## src/rtl/keypad_pkg.sv

```systemverilog
// Shared types and helpers for the 4x4 keypad scanner.
// popcount4 is only used when KEYPAD_GHOST_REJECT_EN is defined.
package keypad_pkg;

    localparam int unsigned NUM_ROWS = 4;
    localparam int unsigned NUM_COLS = 4;
    localparam int unsigned ROW_W    = $clog2(NUM_ROWS);

    typedef enum logic {
        SETTLE = 1'b0,
        HOLD   = 1'b1
    } scan_state_t;

    // Isolates the lowest set bit; column 0 wins when several are set.
    function automatic logic [3:0] lowest_onehot(input logic [3:0] v);
        return v & 4'(~v + 4'd1);
    endfunction

    function automatic logic [2:0] popcount4(input logic [3:0] v);
        return 3'(v[0]) + 3'(v[1]) + 3'(v[2]) + 3'(v[3]);
    endfunction

endpackage

```

## src/rtl/keypad_col_sync.sv

```systemverilog
// Two-flop synchronizer for asynchronous active-low pin inputs.
// Resets to all-ones, the idle level of pulled-up pins.
module keypad_col_sync #(
    parameter int unsigned WIDTH = 4
) (
    input  logic             clk,
    input  logic             rst_n,
    input  logic [WIDTH-1:0] d_i,
    output logic [WIDTH-1:0] q_o
);

    logic [WIDTH-1:0] meta_q;
    logic [WIDTH-1:0] sync_q;

    always_ff @(posedge clk or negedge rst_n) begin
        if (!rst_n) begin
            meta_q <= '1;
            sync_q <= '1;
        end else begin
            meta_q <= d_i;
            sync_q <= meta_q;
        end
    end

    assign q_o = sync_q;

endmodule

```

## src/rtl/keypad_scanner.sv

```systemverilog
// 4x4 keypad row scanner: strobes rows low, locates a key and freezes on it while held.
// Define KEYPAD_GHOST_REJECT_EN to drop evaluations where several columns read low.
module keypad_scanner
    import keypad_pkg::*;
#(
    parameter int unsigned SETTLE_CYCLES = 3000
) (
    input  logic                clk,
    input  logic                rst_n,
    input  logic [NUM_COLS-1:0] cols,
    output logic [NUM_ROWS-1:0] rows,
    output logic                key_pressed,
    output logic [NUM_ROWS-1:0] row_idx,
    output logic [NUM_COLS-1:0] col_idx
);

    localparam int unsigned CNT_W = $clog2(SETTLE_CYCLES + 1);
    localparam logic [CNT_W-1:0] CNT_LAST = CNT_W'(SETTLE_CYCLES - 1);

    scan_state_t         state_q, state_d;
    logic [CNT_W-1:0]    cnt_q, cnt_d;
    logic [ROW_W-1:0]    cur_row_q, cur_row_d;
    logic [NUM_ROWS-1:0] rows_q, rows_d;
    logic                key_pressed_q, key_pressed_d;
    logic [NUM_ROWS-1:0] row_idx_q, row_idx_d;
    logic [NUM_COLS-1:0] col_idx_q, col_idx_d;

    logic [NUM_COLS-1:0] col_s;
    logic [NUM_COLS-1:0] col_low;
    logic                key_found;

    keypad_col_sync #(
        .WIDTH (NUM_COLS)
    ) u_col_sync (
        .clk   (clk),
        .rst_n (rst_n),
        .d_i   (cols),
        .q_o   (col_s)
    );

    assign col_low = ~col_s;

`ifdef KEYPAD_GHOST_REJECT_EN
    assign key_found = (popcount4(col_low) == 3'd1);
`else
    assign key_found = |col_low;
`endif

    always_ff @(posedge clk or negedge rst_n) begin
        if (!rst_n) begin
            state_q       <= SETTLE;
            cnt_q         <= '0;
            cur_row_q     <= '0;
            rows_q        <= 4'b1110;
            key_pressed_q <= 1'b0;
            row_idx_q     <= '0;
            col_idx_q     <= '0;
        end else begin
            state_q       <= state_d;
            cnt_q         <= cnt_d;
            cur_row_q     <= cur_row_d;
            rows_q        <= rows_d;
            key_pressed_q <= key_pressed_d;
            row_idx_q     <= row_idx_d;
            col_idx_q     <= col_idx_d;
        end
    end

    // Scan/hold sequencing; rows_d follows cur_row_d so the drive moves only on row advance.
    always_comb begin
        state_d       = state_q;
        cnt_d         = cnt_q;
        cur_row_d     = cur_row_q;
        key_pressed_d = key_pressed_q;
        row_idx_d     = row_idx_q;
        col_idx_d     = col_idx_q;

        case (state_q)
            SETTLE: begin
                if (cnt_q == CNT_LAST) begin
                    cnt_d = '0;
                    if (key_found) begin
                        state_d       = HOLD;
                        key_pressed_d = 1'b1;
                        row_idx_d     = NUM_ROWS'(1) << cur_row_q;
                        col_idx_d     = lowest_onehot(col_low);
                    end else begin
                        cur_row_d = cur_row_q + ROW_W'(1);
                    end
                end else begin
                    cnt_d = cnt_q + CNT_W'(1);
                end
            end
            HOLD: begin
                // Only the latched column matters; others are ignored until release.
                if ((col_low & col_idx_q) == '0) begin
                    state_d       = SETTLE;
                    cnt_d         = '0;
                    cur_row_d     = cur_row_q + ROW_W'(1);
                    key_pressed_d = 1'b0;
                    row_idx_d     = '0;
                    col_idx_d     = '0;
                end
            end
        endcase

        rows_d = ~(NUM_ROWS'(1) << cur_row_d);
    end

    assign rows        = rows_q;
    assign key_pressed = key_pressed_q;
    assign row_idx     = row_idx_q;
    assign col_idx     = col_idx_q;

endmodule

```

## config.mk

```make
export PLATFORM = sky130hd
export DESIGN_NAME = keypad_scanner
export DESIGN_NICKNAME = d
export VERILOG_FILES = /design/src/rtl/keypad_pkg.sv /design/src/rtl/keypad_col_sync.sv /design/src/rtl/keypad_scanner.sv
export SDC_FILE = /design/constraint.sdc
export NUM_CORES = 1
export LEC_CHECK = 0
export CORE_MARGIN = 5
export CORE_UTILIZATION = 45
export DETAILED_ROUTE_END_ITERATION = 8
export PLACE_DENSITY_LB_ADDON = 0.2
export SYNTH_ARGS = -nofsm -noshare
export SYNTH_HDL_FRONTEND = slang
export SYNTH_SLANG_ARGS = --single-unit
```

## constraint.sdc

```tcl
create_clock -name clk -period 4.68 [get_ports clk]
set_clock_uncertainty 0.05 [all_clocks]
set_input_delay 1.17 -clock clk [delete_from_list [all_inputs] [get_ports clk]]
set_output_delay 1.17 -clock clk [all_outputs]
set_load 0.005 [all_outputs]
```

==> impl_metrics.toml <==
[setup_path]
critPathKind = "flop to primary output"
start_kind = "flop"
arrival_ns = 1.31
cp.required_ns = 3.46
path_buf_inv = 1
cp-startpoint = "rows[2]$_DFF_PN1_"
reg2reg_depth = 5
cp_max_fo = 1
critical-path-slowest-cell = "dfstp_2"
crit_chain = "clkdlybuf4s50_1"
cpLargestDelayFamily = "flip-flops"
rrSetupSlack_ns = 2.41
r2r-start = "cnt_q[0]$_DFFE_PN0P_"
slowest_delay_ns = 0.52
cp-end-kind = "primary output"
r2r_end = "col_idx[1]$_DFFE_PN0P_"

[floorplanning]
io_pins = 19
start_util = 0.4610
core_area_um2 = 3661
die_area_um2 = 5076
die_y_um = 71.25
die_x_um = 71.25
std_cell_rows = 22

[global_route]
grt_pass1_vias = 1179
grt_antenna_before_repair = 0
grt_max_degree = 37
grt_usage = 0.1424
overflow = 0
grt_first_pass_wirelength_um = 5589

[yosys]
yosys.area.top_type = "dfrtp_1"
syn_area_um2 = 1688
avgSynthCellArea_um2 = 11.64
synthCells = 145
yosys_warnings = 0
synth_nets = 156
ys_types = 42
synthArstFlopShare = 1.000
netlist.area_leader.share = 0.3706
ys_seq_area_frac = 0.5419
synth_top_flop_cell = "dfrtp_1"
synthTopCellsByArea = "dfrtp_1 (37%), dfstp_2 (17%), a22o_1 (4.7%)"
synth-seq-cells = 36
synth_edf_count = 0

[layout]
final_cell_mix = "dfrtp_1 (25), clkdlybuf4s50_1 (18), nor2_1 (13)"
fillers = 329
insertedDiodeCount = 0
syn2layout_area_growth_pct = 19.35
regArea_um2 = 914.6
multi_input_area_um2 = 735.7
nNetsFinal = 179
drive_gt1_frac = 0.1716
final_common_cell = "dfrtp_1"

[clock_tree]
numCtsBuffers = 5
clockBufferDepth = 2
post_cts_buffers = 0
hold_buffers = 0
numClockSinks = 36
htree_levels = 2
clk_pin_slew_ns = 0.07
clock_latency_ns = 0.29
cts_tree = "done"
cts_root_buf = "clkbuf_8"
cts_resized = 0

[timing]
setup_slack_ns = 2.149
hold_viol_final = 0
tightest_slew_ns = 0.7469
hold-worst-slack_ns = 0.3057
period_needed_ns = 2.531
finalSetupViolations = 0
finalCritPeriodShare = 0.5409
fmax_ghz = 0.3950
finalMaxSlewViolations = 0
rsz0062_at_grt = "false"
max-slew-margin-rel = 0.4967
tns_ns = 0

[placement]
gp_congestion = 0.8750
dp.final_hpwl_um = 2359
numPortBuffers = 18
dpl_worst_slack_ns = 2.426

[worst_hold_path]
hold_depth = 0
worstHoldEndpoint = "u_col_sync.q_o[2]$_DFF_PN1_"
hp-start = "u_col_sync.meta_q[2]$_DFF_PN1_"
min_path_type = "flop to flop"

[drt]
viasPerCell = 5.429
drt.antenna.violating_nets = 0
avgRoutedWirePerCell_um = 15.06
routed_wl_um = 3268
drtIter0Drc = 45
drt-pass1-iter-count = 4
drc = 0
vias = 1178

[power]
powerDensity_nw_per_um2 = 275.7
p_total_uw = 555.5
p_leak_nw = 0.8344
ir_drop_mv = 0.1762

[run_status]
status = "complete, no violations"

[run]
drv_cap = 0
[metal layers]
| metal | GRT usage | up-vias | share of wire |
|---|---|---|---|
| met1 | 0.1743 | 578 | 0.45 |
| li1 | - | 575 | - |
| met4 | 0.06681 | 0 | 0.019 |
| met5 | 0 | - | 0 |
| met2 | 0.2184 | 19 | 0.48 |
| met3 | 0.05891 | 6 | 0.046 |
[synth_stat cells, types with 4 or more instances]
cell     number
dfrtp_1      25
nor2_1       13
dfstp_2      11
nand2_1      11
a22o_1        9
o21ai_0       8
inv_1         6
ha_1          5
nand3_1       5
nor2b_1       4
nor3_1        4
[logic make-up (layout without fill, tap and decap cells)]
kind of cell	after synthesis	in the layout	synth area share
AO/OA/AOI/OAI	34	34	0.1690
XOR/XNOR	2	2	0.01038
adder cells (fa/ha/maj)	5	5	0.03706
buffers and inverters	9	33	0.02224
flip-flops	36	36	0.5419
multiplexers	5	5	0.03187
AND/OR/NAND/NOR	54	54	0.1876
[flip-flops by register name, summed over array words and instances, names as in the netlist]
| name | cells |
|---|---|
| u_col_sync.q_o | 4 |
| col_idx | 4 |
| state_q | 1 |
| row_idx | 4 |
| key_pressed | 1 |
| rows | 4 |
| cur_row_q | 2 |
| cnt_q | 12 |
| u_col_sync.meta_q | 4 |
[how the worst max path moves through the flow]
| stage | to | depth (start not counted) | slack, ns |
|---|---|---|---|
| finish | rows[2] | 1 | 2.15 |
| CTS | rows[2] | 1 | 2.13 |
| detailed placement | col_idx[1]$_DFFE_PN0P_ | 5 | 2.43 |
| global route | rows[3] | 1 | 2.10 |
| floorplan | cur_row_q[1]$_DFF_PN0_ | 5 | 2.78 |
| global placement | rows[3] | 1 | 2.47 |
[report_power, final]
part	switching, mW	internal [mW]	total [mW]
sequential	0.00214	0.318	0.320
combinational	0.00690	0.00468	0.0116
clock	0.105	0.119	0.224
total	0.114	0.442	0.555
[per-stage QoR]
stage	utilization	area (µm²)	cells
finish	0.5502	2014	217
global route	0.5502	2014	217
CTS	0.5502	2014	217
detailed placement	0.5246	1921	209
global placement	0.5246	1921	209
floorplan	-	1688	145
[area by class of cell]
class / count / area share
flip-flops and latches: 36 / 0.4540
multi-input cells: 100 / 0.3652
repair buffers: 19 / 0.09317
clock buffers: 7 / 0.04286
well taps: 48 / 0.02981
inverters: 6 / 0.01118
clock inverters: 1 / 0.003727
Note: power is estimated with default switching activity, not from simulation.
